==> src/rtl/breath_envelope.sv <==
// Breathing duty-cycle generator for the pwm block: ramp up, hold at full scale,
// ramp down, hold at zero, repeating while enabled.
module breath_envelope #(
  parameter int PWM_BITS   = 8,
  parameter int STEP_DIV   = 300000,
  parameter int DIV_BITS   = 20,
  parameter int HOLD_STEPS = 16
) (
  input  logic                i_clk,
  input  logic                i_reset_n,
  input  logic                i_enable,
  input  logic [PWM_BITS-1:0] i_step,
  output logic [PWM_BITS-1:0] o_duty_cycle,
  output logic                o_duty_valid,
  output logic                o_cycle_done,
  output logic                o_busy
);

  localparam int HOLD_BITS = (HOLD_STEPS > 1) ? $clog2(HOLD_STEPS) : 1;
  localparam logic [PWM_BITS-1:0]  DUTY_MAX  = {PWM_BITS{1'b1}};
  localparam logic [DIV_BITS-1:0]  DIV_LAST  = DIV_BITS'(STEP_DIV - 1);
  localparam logic [DIV_BITS-1:0]  DIV_PRE   = DIV_BITS'(STEP_DIV - 2);
  localparam logic [HOLD_BITS-1:0] HOLD_LAST = HOLD_BITS'(HOLD_STEPS - 1);

  typedef enum logic [2:0] {
    ST_IDLE    = 3'd0,
    ST_RISE    = 3'd1,
    ST_HOLD_HI = 3'd2,
    ST_FALL    = 3'd3,
    ST_HOLD_LO = 3'd4
  } state_e;

  state_e               state_q, state_d;
  logic [DIV_BITS-1:0]  presc_q, presc_d;
  logic [HOLD_BITS-1:0] hold_q, hold_d;
  logic [PWM_BITS-1:0]  duty_q, duty_d;
  logic                 valid_q, valid_d;
  logic                 done_q, done_d;
  logic                 busy_q, busy_d;

  logic                tick_s;
  logic                pre_tick_s;
  logic [PWM_BITS-1:0] step_s;
  logic [PWM_BITS:0]   sum_s;

  // pre_tick_s lets o_cycle_done be registered yet still land in the final tick cycle
  assign tick_s     = (state_q != ST_IDLE) && (presc_q == DIV_LAST);
  assign pre_tick_s = (state_q != ST_IDLE) && (presc_q == DIV_PRE);
  assign step_s     = (i_step == '0) ? PWM_BITS'(1) : i_step;
  assign sum_s      = {1'b0, duty_q} + {1'b0, step_s};

  always_comb begin
    state_d = state_q;
    presc_d = presc_q;
    hold_d  = hold_q;
    duty_d  = duty_q;
    done_d  = 1'b0;

    if (state_q == ST_IDLE || tick_s) begin
      presc_d = '0;
    end else begin
      presc_d = presc_q + DIV_BITS'(1);
    end

    case (state_q)
      ST_IDLE: begin
        duty_d  = '0;
        hold_d  = '0;
        state_d = i_enable ? ST_RISE : ST_IDLE;
      end
      ST_RISE: begin
        if (tick_s && (sum_s >= {1'b0, DUTY_MAX})) begin
          duty_d  = DUTY_MAX;
          hold_d  = '0;
          state_d = ST_HOLD_HI;
        end else if (tick_s) begin
          duty_d = sum_s[PWM_BITS-1:0];
        end else begin
          duty_d = duty_q;
        end
      end
      ST_HOLD_HI: begin
        if (tick_s && (hold_q == HOLD_LAST)) begin
          state_d = ST_FALL;
        end else if (tick_s) begin
          hold_d = hold_q + HOLD_BITS'(1);
        end else begin
          hold_d = hold_q;
        end
      end
      ST_FALL: begin
        if (tick_s && (duty_q <= step_s)) begin
          duty_d  = '0;
          hold_d  = '0;
          state_d = ST_HOLD_LO;
        end else if (tick_s) begin
          duty_d = duty_q - step_s;
        end else begin
          duty_d = duty_q;
        end
      end
      ST_HOLD_LO: begin
        done_d = pre_tick_s && (hold_q == HOLD_LAST);
        if (tick_s && (hold_q == HOLD_LAST)) begin
          state_d = i_enable ? ST_RISE : ST_IDLE;
        end else if (tick_s) begin
          hold_d = hold_q + HOLD_BITS'(1);
        end else begin
          hold_d = hold_q;
        end
      end
      default: begin
        state_d = ST_IDLE;
        duty_d  = '0;
        hold_d  = '0;
      end
    endcase

    valid_d = (duty_d != duty_q);
    busy_d  = (state_d != ST_IDLE);
  end

  // State, counters and registered outputs
  always_ff @(posedge i_clk or negedge i_reset_n) begin
    if (!i_reset_n) begin
      state_q <= ST_IDLE;
      presc_q <= '0;
      hold_q  <= '0;
      duty_q  <= '0;
      valid_q <= 1'b0;
      done_q  <= 1'b0;
      busy_q  <= 1'b0;
    end else begin
      state_q <= state_d;
      presc_q <= presc_d;
      hold_q  <= hold_d;
      duty_q  <= duty_d;
      valid_q <= valid_d;
      done_q  <= done_d;
      busy_q  <= busy_d;
    end
  end

  assign o_duty_cycle = duty_q;
  assign o_duty_valid = valid_q;
  assign o_cycle_done = done_q;
  assign o_busy       = busy_q;

endmodule

==> config.mk <==
export PLATFORM = sky130hd
export DESIGN_NAME = breath_envelope
export DESIGN_NICKNAME = d
export VERILOG_FILES = /design/src/rtl/breath_envelope.sv
export SDC_FILE = /design/constraint.sdc
export NUM_CORES = 1
export LEC_CHECK = 0
export CAP_MARGIN = 20
export CORE_MARGIN = 1.5
export CORE_UTILIZATION = 30
export CTS_BUF_LIST = sky130_fd_sc_hd__clkbuf_4
export CTS_CLUSTER_DIAMETER = 60
export DETAILED_ROUTE_END_ITERATION = 10
export DONT_BUFFER_PORTS = 1
export PLACE_DENSITY = 0.47
export SLEW_MARGIN = 20
export SYNTH_ARGS = -nofsm -noshare
export SYNTH_HDL_FRONTEND = slang
export SYNTH_SLANG_ARGS = --single-unit
==> constraint.sdc <==
create_clock -name i_clk -period 5.7 [get_ports i_clk]
set_input_delay 1.71 -clock i_clk [delete_from_list [all_inputs] [get_ports i_clk]]
set_output_delay 1.71 -clock i_clk [all_outputs]
set_load 0.05 [all_outputs]
# Word level (Yosys, flattened, before mapping)
# Index checks and enable logic that the tools add are counted.
# totals
reg_bits,38
in_bits,11
output_inout_bits,11
elab_cells,57
# op_classes
add_sub_neg,4
order_cmp,2
eq_ne,12
mux,19
reduce_logical,13
# ops
operator,count
20-bit by 19-bit equality test with 1-bit output (second input constant),2
8-bit 2-to-1 mux,5
8-bit case mux with 3 select lines,1
20-bit by 1-bit adder with 20-bit output (second input constant),1
20-bit 2-to-1 mux,1
4-bit 2-to-1 mux,4
3-bit case mux with 5 select lines,1
3-bit 2-to-1 mux,4
4-bit case mux with 3 select lines,1
8-bit by 8-bit adder with 9-bit output,1
9-bit by 8-bit greater-or-equal comparator with 1-bit output (second input constant),1
8-bit <= comparator,1
8-bit logical NOT,1
8-bit != test,1
8-bit subtractor,1
3-bit by 2-bit equality test with 1-bit output (second input constant),2
1-bit logical AND,6
2-bit != test (second input constant),3
3-bit nonzero test,2
4-bit by 1-bit adder with 4-bit output (second input constant),1
4-bit equality test (second input constant),1
4-bit AND reduction,1
3-bit by 1-bit equality test with 1-bit output (second input constant),1
3-bit equality test (second input constant),1
other kinds (5),6

# Depth between registers and ports, before layout
# logic_depth
ltp_word,8
ltp_mapped,14
ltp_nobuf,13

# Worst setup path after synthesis
# Ideal clock, no wire load.
# synth_path
path_type,input-to-reg
from,input i_step[5]
to,register busy_q (netlist: o_busy)
arrival_time_ps,4569
t_required_ps,5569
setup_slack_ps,1000
cell_stages,13
path_buffers,0
cell_sequence,nor4_1 > a41o_1 > ha_1 > inv_1 > fa_1 > nor2_2 > o311a_4 > or4_4 > a2111oi_4 > a311o_2 > a31oi_4 > o21bai_4 > or3_1
# synth_between
elab_chain_cells,8
# synth_rtl
element,line,source
start: declaration,12,"input logic [PWM_BITS-1:0] i_step,"
8-bit logical NOT,49,assign step_s = (i_step == '0) ? PWM_BITS'(1) : i_step;
8-bit 2-to-1 mux (*),49,
8-bit by 8-bit adder with 9-bit output,50,"assign sum_s = {1'b0, duty_q} + {1'b0, step_s};"
9-bit by 8-bit greater-or-equal comparator with 1-bit output,72,"if (tick_s && (sum_s >= {1'b0, DUTY_MAX})) begin"
1-bit logical AND,72,
3-bit 2-to-1 mux,72,
3-bit case mux with 5 select lines (*),65,case (state_q)
net state_d[0],33,"state_e state_q, state_d;"
3-bit nonzero test (*),120,busy_d = (state_d != ST_IDLE);
net busy_d,39,"logic busy_q, busy_d;"
end signal: assignment,140,busy_q <= busy_d;
end: declaration,39,
# Mark *: on every way through the listed nets, which the timed path passes. The rest lies on a longest branch.
# A chain may end at the register's enable or synchronous reset.

# Final worst setup path
# layout_path
from,input i_step[4]
to,register valid_q (netlist: o_duty_valid)
# layout_between
elab_chain_cells,8
# layout_rtl
element,line,source
8-bit logical NOT,49,
8-bit 2-to-1 mux (*),49,
8-bit by 8-bit adder with 9-bit output,50,
9-bit by 8-bit greater-or-equal comparator with 1-bit output,72,
1-bit logical AND,72,
8-bit 2-to-1 mux,72,
8-bit case mux with 3 select lines (*),65,
8-bit != test (*),119,valid_d = (duty_d != duty_q);
net valid_d,37,"logic valid_q, valid_d;"
end signal: assignment,138,valid_q <= valid_d;
end: declaration,37,
# Marked as above.

==> flow_metrics.py <==
metrics = {
    "layout": {
        "final_net_count": 413,
        "diodes": 0,
        "areaGrowthSynthToFinish_pct": 6.40,
        "drive_gt1_share_pct": 6.28,
        "utilization_pct": 33.3,
        "final_common_cell": "nor2_1",
        "final_cell_mix": "nor2_1 (43), dfrtp_1 (38), nand2_1 (32)",
    },
    "routing": {
        "dr_total_vias": 2843,
        "routed_wl_um": 9090,
        "wl_per_cell_um": 17.5,
        "drc_errors": 0,
        "via_per_inst": 5.49,
        "drtPass1Iterations": 4,
        "drtAntennaViolNets": 0,
        "drt_iter0_drc": 183,
    },
    "sta": {
        "drv_slew": 0,
        "fin_skew_ns": 0.00965,
        "finalHoldViolCount": 0,
        "fin_crit_sh_pct": 84.3,
        "setup_viol": 0,
        "whs_ns": 0.526,
        "rsz0062_at_grt": "false",
        "max_freq_mhz": 208,
        "slew_headroom_pct": 44.1,
        "period_minus_slack_ns": 4.80,
        "tns_ns": 0,
        "tightest_slew_ns": 0.828,
    },
    "min_path": {
        "hold_path.class": "reg2reg",
    },
    "placement": {
        "io_buffers": 0,
        "dp.final_hpwl_um": 6980,
        "gp_congestion": 0.906,
    },
    "synthesis": {
        "synth_edf_count": 0,
        "ys.flop_type": "dfrtp_1",
        "syn_area_mm2": 0.00326,
        "ys_ff_latch": 38,
        "synth_nets": 423,
        "syn_avg_cell_area_um2": 8.35,
        "netlist_instances": 391,
        "synth_warnings": 0,
        "synth_cell_types": 72,
        "seq_area_frac_synth_pct": 29.1,
        "async_flop_share_pct": 100,
    },
    "pwr": {
        "power_leakage_nw": 1.50,
        "power_density_mw_per_mm2": 184,
        "finalPower_mw": 0.640,
        "ir_drop_mv": 0.160,
    },
    "floorplanning": {
        "core_mm2": 0.0104,
        "start_util_pct": 31.3,
        "die_y_um": 107,
        "fp.dieW_um": 107,
        "dieArea_mm2": 0.0115,
        "ioPinCount": 22,
        "num_rows": 37,
    },
    "critical_path": {
        "crit_type": "in2reg",
        "required_ns": 5.92,
        "cp-end-kind": "register",
        "cp-start-kind": "primary input",
        "cp.arrival_ns": 5.02,
        "path_max_fanout": 9,
    },
    "grt": {
        "track_usage_pct": 16.8,
        "grt_pass1_wl_um": 15100,
        "grt-ovfl-total": 0,
        "grt_max_degree": 39,
        "antenna_found_initial": 0,
        "first_global_vias": 2805,
    },
    "clock_network": {
        "clkSlewWorstSetupHoldPaths_ns": 0.13,
        "cts.sinks": 38,
        "htree_levels": 2,
        "tritoncts": "yes",
        "postCtsSetupRepairBufs": 0,
        "root_buffer": "clkbuf_4",
        "cts_resized": 0,
        "cts_max_path_buffers": 2,
        "numCtsBuffers": 5,
        "clk_latency_ns": 0.35,
        "hold_buffers": 0,
    },
    "status": {
        "status": "completed",
    },
    "flow_run": {
        "drv_cap": 0,
    },
}
kinds of logic (layout without fill, tap and decap cells):
kind of cell               after synthesis  in the layout  share of synthesized area, %
AOI/OAI and AO/OA                       95             95                          22.9
xor gates and xnor gates                24             24                          6.44
adders and majority gates               21             21                          8.51
buffers and inverters                   37             28                          4.60
DFF                                     38             38                          29.1
muxes                                    3              3                         0.920
and+or+nand+nor                        173            173                          27.5
worst max-delay path, stage by stage:
cell      delay, ns
nor4_1         0.40
a41o_1         0.27
ha_1           0.18
inv_1          0.06
fa_1           0.41
nor2_2         0.17
o311a_4        0.21
o21a_1         0.32
nor2_1         0.12
a211oi_1       0.48
mux2i_1        0.21
nor4_1         0.34
nand4_1        0.16
worst paths after layout:
check / startpoint / endpoint / slack, ns / cells after the start
max: i_step[4] / o_duty_valid / 0.90 / 13
min: hold_q[3] / hold_q[3] / 0.53 / 1
max reg2reg: o_duty_cycle[0] / o_duty_valid / 1.82 / 11
min reg2reg: hold_q[3] / hold_q[3] / 0.53 / 1
max in group asynchronous: i_reset_n / presc_q[12] / 4.58 / 0
min in group asynchronous: i_reset_n / o_duty_cycle[7] / 1.03 / 0
metrics by stage:
stage | setup slack [ns] | std cells | area, um^2
floorplan | 1.00 | 391 | 3260
finish | 0.896 | 518 | 3470
global placement | 0.560 | 510 | 3370
global route | 0.746 | 518 | 3470
detailed placement | 0.575 | 510 | 3370
CTS | 0.953 | 518 | 3470
synth_stat cells (3+ instances only):
cell	instances	area, um^2
buf_2	3	15.0
o22ai_1	3	18.8
and3_1	3	18.8
and4_1	3	26.3
and2_1	5	31.3
nand4b_1	3	26.3
o211ai_1	3	22.5
nor4b_1	3	26.3
nor2_1	43	161
nor3_1	10	50.1
xor2_1	15	131
a21oi_1	14	70.1
nand2_1	32	120
ha_1	19	238
or3_1	7	43.8
o31ai_1	4	30.0
nand2b_1	12	75.1
nor4_1	5	31.3
nand3_1	19	95.1
a311oi_1	3	26.3
a21o_1	9	67.6
nor2b_1	9	56.3
inv_1	18	67.6
mux2i_1	3	30.0
xnor2_1	9	78.8
a211oi_1	5	37.5
o21ai_0	14	70.1
nand4_1	8	50.1
clkbuf_1	14	52.6
dfrtp_1	38	951
o41ai_1	3	26.3
metal layers:
metal	global-route usage, %	vias up	wire [um]
met4	5.90	0	187
li1	-	1404	-
met2	25.6	79	4020
met5	0	-	0
met3	3.87	16	512
met1	23.3	1344	4360
power breakdown:
group,switching [mW],internal [mW]
clock,0.0979,0.137
sequential,0.0229,0.287
combinational,0.0563,0.0380
total,0.177,0.463
cell type report:
type / instances / area, um^2
multi-input cells: 316 / 2160
inverters: 18 / 67.6
well taps: 136 / 170
clock inverters: 3 / 68.8
flip-flops and latches: 38 / 951
fillers: 1115 / 6940
clock buffers: 5 / 37.5
repair buffers: 2 / 15.0
flip-flops by register name (all words and copies together), names as in the netlist:
signal	count
hold_q	4
o_busy	1
o_cycle_done	1
o_duty_cycle	8
o_duty_valid	1
presc_q	20
state_q	3
No activity file was read; power rests on OpenSTA's default activity.
